## src/rtl/fp_add_pipe_if.sv

```systemverilog
// rtl/fp_add_pipe_if.sv - operand/result handshake bundle for fp_add_pipe
interface fp_add_pipe_if #(
    parameter int EXP_W = 8,
    parameter int MAN_W = 7,
    parameter int TAG_W = 4
);
    localparam int W = 1 + EXP_W + MAN_W;

    logic             in_valid;
    logic             in_ready;
    logic [W-1:0]     in_a;
    logic [W-1:0]     in_b;
    logic             in_sub;
    logic [TAG_W-1:0] in_tag;
    logic             out_valid;
    logic             out_ready;
    logic [W-1:0]     out_data;
    logic [TAG_W-1:0] out_tag;

    modport slave (
        input  in_valid, in_a, in_b, in_sub, in_tag, out_ready,
        output in_ready, out_valid, out_data, out_tag
    );

    modport master (
        output in_valid, in_a, in_b, in_sub, in_tag, out_ready,
        input  in_ready, out_valid, out_data, out_tag
    );
endinterface

```

## src/rtl/fp_add_pipe.sv

```systemverilog
// rtl/fp_add_pipe.sv - 3-stage pipelined FP add/sub, RNE rounding, FTZ, IEEE specials
// Stages: unpack/align -> add/sub -> normalise/round/pack; one global advance enable.
module fp_add_pipe #(
    parameter int EXP_W = 8,
    parameter int MAN_W = 7,
    parameter int TAG_W = 4
) (
    input  logic         clk,
    input  logic         rst,
    fp_add_pipe_if.slave io
);
    localparam int W   = 1 + EXP_W + MAN_W;
    localparam int SW  = MAN_W + 5;
    localparam int NW  = MAN_W + 4;
    localparam int AW  = 2 * MAN_W + 6;
    localparam int SAT = MAN_W + 3;
    localparam logic [EXP_W-1:0] EXP_ONES = '1;

    logic en, in_ready;

    logic             s1_valid_q, s1_valid_d, s1_sign_q, s1_sign_d, s1_sub_q, s1_sub_d;
    logic             s1_force_q, s1_force_d;
    logic [W-1:0]     s1_fval_q, s1_fval_d;
    logic [TAG_W-1:0] s1_tag_q, s1_tag_d;
    logic [EXP_W-1:0] s1_exp_q, s1_exp_d;
    logic [NW-1:0]    s1_ml_q, s1_ml_d, s1_ms_q, s1_ms_d;

    logic             s2_valid_q, s2_valid_d, s2_sign_q, s2_sign_d, s2_force_q, s2_force_d;
    logic [W-1:0]     s2_fval_q, s2_fval_d;
    logic [TAG_W-1:0] s2_tag_q, s2_tag_d;
    logic [EXP_W-1:0] s2_exp_q, s2_exp_d;
    logic [SW-1:0]    s2_sum_q, s2_sum_d;

    logic             out_valid_q, out_valid_d;
    logic [W-1:0]     out_data_q, out_data_d;
    logic [TAG_W-1:0] out_tag_q, out_tag_d;

    assign en          = !out_valid_q || io.out_ready;
    assign in_ready    = en && !rst;
    assign io.in_ready = in_ready;
    assign io.out_valid = out_valid_q;
    assign io.out_data  = out_data_q;
    assign io.out_tag   = out_tag_q;

    logic             a_s, b_s, a_zero, b_zero, a_inf, b_inf, a_nan, b_nan, a_big, s_zero;
    logic [EXP_W-1:0] a_e, b_e, l_e, s_e;
    logic [MAN_W-1:0] a_mf, b_mf, l_mf, s_mf;
    logic [MAN_W:0]   s_sig;
    logic [AW-1:0]    wide, shifted;
    int               diff, sh;

    always_comb begin : stage1
        a_s    = io.in_a[W-1];
        b_s    = io.in_b[W-1] ^ io.in_sub;
        a_e    = io.in_a[W-2 -: EXP_W];
        b_e    = io.in_b[W-2 -: EXP_W];
        a_zero = (a_e == '0);
        b_zero = (b_e == '0);
        a_inf  = (a_e == EXP_ONES) && (io.in_a[MAN_W-1:0] == '0);
        b_inf  = (b_e == EXP_ONES) && (io.in_b[MAN_W-1:0] == '0);
        a_nan  = (a_e == EXP_ONES) && (io.in_a[MAN_W-1:0] != '0);
        b_nan  = (b_e == EXP_ONES) && (io.in_b[MAN_W-1:0] != '0);
        // Subnormals are flushed: their fraction never reaches the datapath.
        a_mf   = a_zero ? '0 : io.in_a[MAN_W-1:0];
        b_mf   = b_zero ? '0 : io.in_b[MAN_W-1:0];
        a_big  = {a_e, a_mf} >= {b_e, b_mf};
        l_e    = a_big ? a_e : b_e;
        s_e    = a_big ? b_e : a_e;
        l_mf   = a_big ? a_mf : b_mf;
        s_mf   = a_big ? b_mf : a_mf;
        s_zero = a_big ? b_zero : a_zero;
        diff   = int'(l_e) - int'(s_e);
        sh     = (diff > SAT) ? SAT : diff;
        s_sig  = s_zero ? '0 : {1'b1, s_mf};
        wide   = {s_sig, {(MAN_W + 5){1'b0}}};
        shifted = wide >> sh;

        s1_valid_d = io.in_valid && in_ready;
        s1_tag_d   = io.in_tag;
        s1_sign_d  = a_big ? a_s : b_s;
        s1_sub_d   = a_s ^ b_s;
        s1_exp_d   = l_e;
        s1_ml_d    = {1'b1, l_mf, 3'b000};
        s1_ms_d    = {shifted[AW-1 -: MAN_W + 3], |shifted[MAN_W+2:0]};
        s1_force_d = 1'b1;
        s1_fval_d  = '0;
        if (a_nan || b_nan || (a_inf && b_inf && (a_s != b_s))) begin
            s1_fval_d = {1'b0, EXP_ONES, 1'b1, {(MAN_W - 1){1'b0}}};
        end else if (a_inf) begin
            s1_fval_d = {a_s, EXP_ONES, {MAN_W{1'b0}}};
        end else if (b_inf) begin
            s1_fval_d = {b_s, EXP_ONES, {MAN_W{1'b0}}};
        end else if (a_zero && b_zero) begin
            s1_fval_d = {a_s & b_s, {(W - 1){1'b0}}};
        end else begin
            s1_force_d = 1'b0;
        end
    end

    always_comb begin : stage2
        s2_valid_d = s1_valid_q;
        s2_tag_d   = s1_tag_q;
        s2_sign_d  = s1_sign_q;
        s2_exp_d   = s1_exp_q;
        s2_force_d = s1_force_q;
        s2_fval_d  = s1_fval_q;
        // Larger magnitude is always the minuend, so the difference is never negative.
        s2_sum_d   = s1_sub_q ? ({1'b0, s1_ml_q} - {1'b0, s1_ms_q})
                              : ({1'b0, s1_ml_q} + {1'b0, s1_ms_q});
    end

    logic           carry, round_up;
    logic [NW-1:0]  norm;
    logic [MAN_W+1:0] rmant;
    logic [MAN_W-1:0] frac;
    int             lzc, e_f;

    always_comb begin : stage3
        carry = s2_sum_q[SW-1];
        lzc   = 0;
        for (int i = 0; i < NW; i++) begin
            if (s2_sum_q[i]) lzc = NW - 1 - i;
        end
        if (carry) begin
            lzc  = 0;
            norm = {s2_sum_q[SW-1:2], s2_sum_q[1] | s2_sum_q[0]};
        end else begin
            norm = s2_sum_q[NW-1:0] << lzc;
        end
        round_up = norm[2] & (norm[1] | norm[0] | norm[3]);
        rmant    = {1'b0, norm[NW-1:3]} + {{(MAN_W + 1){1'b0}}, round_up};
        frac     = rmant[MAN_W+1] ? '0 : rmant[MAN_W-1:0];
        e_f      = int'(s2_exp_q) + (carry ? 1 : 0) - lzc + (rmant[MAN_W+1] ? 1 : 0);

        out_valid_d = s2_valid_q;
        out_tag_d   = s2_tag_q;
        if (s2_force_q) begin
            out_data_d = s2_fval_q;
        end else if (s2_sum_q == '0) begin
            out_data_d = '0;
        end else if (e_f <= 0) begin
            out_data_d = {s2_sign_q, {(W - 1){1'b0}}};
        end else if (e_f >= int'(EXP_ONES)) begin
            out_data_d = {s2_sign_q, EXP_ONES, {MAN_W{1'b0}}};
        end else begin
            out_data_d = {s2_sign_q, e_f[EXP_W-1:0], frac};
        end
    end

    always_ff @(posedge clk) begin
        if (rst) begin
            s1_valid_q  <= 1'b0;
            s2_valid_q  <= 1'b0;
            out_valid_q <= 1'b0;
            out_data_q  <= '0;
            out_tag_q   <= '0;
        end else if (en) begin
            s1_valid_q  <= s1_valid_d;
            s1_tag_q    <= s1_tag_d;
            s1_sign_q   <= s1_sign_d;
            s1_sub_q    <= s1_sub_d;
            s1_exp_q    <= s1_exp_d;
            s1_ml_q     <= s1_ml_d;
            s1_ms_q     <= s1_ms_d;
            s1_force_q  <= s1_force_d;
            s1_fval_q   <= s1_fval_d;
            s2_valid_q  <= s2_valid_d;
            s2_tag_q    <= s2_tag_d;
            s2_sign_q   <= s2_sign_d;
            s2_exp_q    <= s2_exp_d;
            s2_sum_q    <= s2_sum_d;
            s2_force_q  <= s2_force_d;
            s2_fval_q   <= s2_fval_d;
            out_valid_q <= out_valid_d;
            out_data_q  <= out_data_d;
            out_tag_q   <= out_tag_d;
        end
    end
endmodule
```

## src/flat_wrapper.sv

```systemverilog
// flat-port wrapper written by rule: the top's interface ports become plain ports
module fp_add_pipe_flat 
#(
    parameter int EXP_W = 8,
    parameter int MAN_W = 7,
    parameter int TAG_W = 4
)
  (clk, rst, io_in_valid, io_in_a, io_in_b, io_in_sub, io_in_tag, io_out_ready, io_in_ready, io_out_valid, io_out_data, io_out_tag);
  fp_add_pipe_if #(.EXP_W(EXP_W), .MAN_W(MAN_W), .TAG_W(TAG_W)) io_i ();
  input  logic clk;
  input  logic rst;
  input wire logic [$bits(io_i.in_valid)-1:0] io_in_valid;
  input wire logic [$bits(io_i.in_a)-1:0] io_in_a;
  input wire logic [$bits(io_i.in_b)-1:0] io_in_b;
  input wire logic [$bits(io_i.in_sub)-1:0] io_in_sub;
  input wire logic [$bits(io_i.in_tag)-1:0] io_in_tag;
  input wire logic [$bits(io_i.out_ready)-1:0] io_out_ready;
  output wire logic [$bits(io_i.in_ready)-1:0] io_in_ready;
  output wire logic [$bits(io_i.out_valid)-1:0] io_out_valid;
  output wire logic [$bits(io_i.out_data)-1:0] io_out_data;
  output wire logic [$bits(io_i.out_tag)-1:0] io_out_tag;
  assign io_i.in_valid = io_in_valid;
  assign io_i.in_a = io_in_a;
  assign io_i.in_b = io_in_b;
  assign io_i.in_sub = io_in_sub;
  assign io_i.in_tag = io_in_tag;
  assign io_i.out_ready = io_out_ready;
  assign io_in_ready = io_i.in_ready;
  assign io_out_valid = io_i.out_valid;
  assign io_out_data = io_i.out_data;
  assign io_out_tag = io_i.out_tag;
  fp_add_pipe #(.EXP_W(EXP_W), .MAN_W(MAN_W), .TAG_W(TAG_W)) u_core (.clk(clk), .rst(rst), .io(io_i));
endmodule
```

## config.mk

```make
export PLATFORM = sky130hd
export DESIGN_NAME = fp_add_pipe_flat
export DESIGN_NICKNAME = d
export VERILOG_FILES = /design/src/rtl/fp_add_pipe_if.sv /design/src/rtl/fp_add_pipe.sv /design/src/flat_wrapper.sv
export SDC_FILE = /design/constraint.sdc
export NUM_CORES = 1
export LEC_CHECK = 0
export CORE_MARGIN = 10
export CORE_UTILIZATION = 40
export DETAILED_ROUTE_END_ITERATION = 10
export PLACE_DENSITY = 0.67
export SYNTH_ARGS = -nofsm -noshare
export SYNTH_HDL_FRONTEND = slang
export SYNTH_SLANG_ARGS = --single-unit
```

## constraint.sdc

```tcl
create_clock -name clk -period 8.25 [get_ports clk]
set_clock_uncertainty 0.1 [all_clocks]
set_input_delay 1.2375 -clock clk [delete_from_list [all_inputs] [get_ports clk]]
set_output_delay 1.2375 -clock clk [all_outputs]
set_load 0.02 [all_outputs]
```

==> impl_metrics.toml <==
[drt]
drc = 0
vias_per_cell = 5.52
drtIter0Drc = 343
wirelength_um = 16400
vias = 5757
routedWlPerCell_um = 15.7
postRouteAntennaNets = 0
dr.pass1.iters = 5

[timing]
fin_crit_sh_pct = 83.0
drv_slew = 0
worst_slack_ns = 1.41
rsz0062_at_grt = "false"
max_freq_mhz = 146
tightest_slew_ns = 0.988
finalSetupTns_ns = 0
final-hold-violation-count = 0
slew_headroom_pct = 33.8
fin_crit_ns = 6.84
finalSetupViolations = 0

[global_route]
antenna_found_initial = 0
grt_pass1_wl_um = 26700
grt_usage_pct = 14.6
grt_pass1_vias = 5384
overflow = 0
grt_max_degree = 67

[clock_tree]
insertion_delay_ns = 0.34
cts.sinks = 88
cts_root_buf = "clkbuf_16"
cts_buffer_depth = 2
htreeDepth = 3
post_cts_buffers = 0
numCtsBuffers = 9
cts_resized = 0
clk_pin_slew_ns = 0.06
cts_hold_buf = 0
cts_tree = "built"

[finish]
layout-drive-gt1-share_pct = 6.20
area_delta_synth_final_pct = 16.0
diodes = 0
fin_cells = 1043
fin_nets = 908
final_core_util_pct = 47.3

[synthesis]
synth.most_common_cell = "nand2_1"
synth_mux_area_share_pct = 5.31
yosys.area_share.adder_pct = 9.41
ys_warn_count = 0
synth_top_area_cell = "edfxtp_1"
yosysTopAreaCellShare_pct = 28.9
synth_nets = 859
synthSimpleGateAreaFrac_pct = 20.9
synth_common_cells = "95 x nand2_1, 87 x nor2_1, 65 x edfxtp_1"
syn_area_mm2 = 0.00676
netlist_instances = 769
synth_compound_area_share_pct = 20.7
ys_seq_area_share_pct = 35.7
synth_top_family_by_area = "simple AND/OR/NAND/NOR gates"
synth-xor-area-share_pct = 3.24
synthTopCellsByArea = "edfxtp_1 29%, ha_1 8.5%, dfxtp_1 6.8%, nand2_1 5.3%, nor2_1 4.8%"
netlist-cell-type-count = 82
synth_seq_cells = 88
avgSynthCellArea_um2 = 8.79
synth_ff_type = "edfxtp_1"
synth_edf_count = 65
synth_async_sr_flop_share_pct = 0

[floorplan]
num_io_pins = 63
die_w_um = 150
die_h_um = 150
core_area_mm2 = 0.0166
die_area_mm2 = 0.0225
row_count = 47
start_util_pct = 40.7

[power_and_ir_drop]
power-per-cell-area_mw_per_mm2 = 194
seqPwrFrac_pct = 37.6
p_total_mw = 1.52
vdd_ir_drop_max_v = 0.0000896
comb_power_share_pct = 37.9
intPower_uw = 980
power_leakage_nw = 3.13
p_clk_share_pct = 24.5
p_switching_uw = 544
swShare_pct = 35.7

[critical_path]
endpoint_kind = "register"
critPathMaxFanout = 15
r2r_start = "u_core.s2_sum_q[2]"
crit_chain = "clkdlybuf4s50_1 > nor4_1 > nand2_1 > and2_1 > ha_1 > nand4_1 > o32ai_2 > a211oi_4 > nand2_1 > mux2i_1 > ha_1 > nor2_1 > nor2_1 > o21ai_0 > o31ai_1 > or2_2 > a211oi_1 > a2111oi_4 > a31o_2 > or4_1 > o221ai_1 > nor4_1 > o22ai_1"
start_kind = "primary input"
cp-startpoint = "io_in_a[14]"
cp_slowest_cell = "or4_1"
crit_path_max_incr_delay_ns = 0.59
arrival_ns = 6.93
setup.worst_path.class = "in2reg"
worstPathRequired_ns = 8.33
critPathBufInv = 1
critPathTopFamily = "simple AND/OR/NAND/NOR gates"

[flow_run]
cap_violations = 0

[placement]
io_buffers = 62
dpl.cell_count = 1027
hpwl_um = 12800
place_congestion = 0.901
pre_cts_ws_ns = 1.12

[worst_hold_path]
hp-start = "u_core.s1_tag_q[2]"
hold_class = "reg2reg"

[status]
status = "completed"
stage by stage:
stage / cell area [um^2] / hold slack, ns
after floorplan: 6760 / 0.300
after global placement: 7570 / 0.301
after detailed placement: 7570 / 0.305
after CTS: 7840 / 0.318
after global routing: 7840 / 0.317
final: 7840 / 0.317
registers in the layout, summed over array words and instances, names as in the netlist, 3 cells and up:
| register | flops |
|---|---|
| u_core.io.out_data | 16 |
| u_core.s1_ml_q | 7 |
| u_core.io.out_tag | 4 |
| u_core.s2_fval_q | 3 |
| u_core.s1_fval_q | 3 |
| u_core.s2_exp_q | 8 |
| u_core.s2_sum_q | 12 |
| u_core.s1_ms_q | 11 |
| u_core.s1_tag_q | 4 |
| u_core.s1_exp_q | 8 |
| u_core.out_tag_d | 4 |
worst paths after layout:
kind,endpoint,slack (ns),cells after the start
setup / recovery,u_core.s1_ms_q[0],1.41,23
hold / removal,u_core.out_tag_d[2],0.32,0
setup reg to reg,u_core.io.out_data[0],1.65,31
hold reg to reg,u_core.out_tag_d[2],0.32,0
cell families (layout without fill, tap and decap cells):
logic type	after synthesis	after routing
fa+ha+maj	49	49
flops	88	88
mux	31	31
xor+xnor	25	25
compound gates	207	207
simple gates	292	292
buf+inv	77	131
power by group through the flow:
stage / clock [mW] / combinational [mW] / sequential [mW]
floorplan: 0 / 0.427 / 0.578
global placement: 0 / 0.572 / 0.580
detailed placement: 0 / 0.572 / 0.582
CTS: 0.385 / 0.575 / 0.572
global route: 0.403 / 0.647 / 0.579
finish: 0.374 / 0.578 / 0.572
area by class of cell:
class | count | area, um^2
Fill cell | 1611 | 8740
Multi-Input combinational cell | 604 | 4040
Sequential cell | 88 | 2410
Timing Repair Buffer | 68 | 666
Tap cell | 220 | 275
Clock buffer | 10 | 229
Inverter | 47 | 176
Clock inverter | 6 | 45.0
metal layers:
| metal | global-route usage (%) | vias to the layer above | share of wire (%) |
|---|---|---|---|
| li1 | - | 2917 | - |
| met2 | 26.0 | 155 | 51 |
| met4 | 4.76 | 0 | 1.4 |
| met1 | 17.1 | 2671 | 43 |
| met5 | 0 | - | 0 |
| met3 | 2.93 | 14 | 4.9 |
cell usage in the layout (no fill, tap or decap), drive strengths merged, types with 10 or more instances in the layout:
cell type | netlist | final
nand2 | 97 | 97
nor2 | 88 | 88
edfxtp | 65 | 65
clkdlybuf4s50 | 0 | 62
o21ai | 53 | 53
a21oi | 52 | 52
inv | 47 | 48
ha | 46 | 46
dfxtp | 23 | 23
mux2i | 23 | 23
nor2b | 16 | 16
a21o | 15 | 15
xor2 | 15 | 15
nor4 | 14 | 14
nand3 | 13 | 13
xnor2 | 10 | 10
clkbuf | 19 | 10
Power figures use the tool's default switching activity.
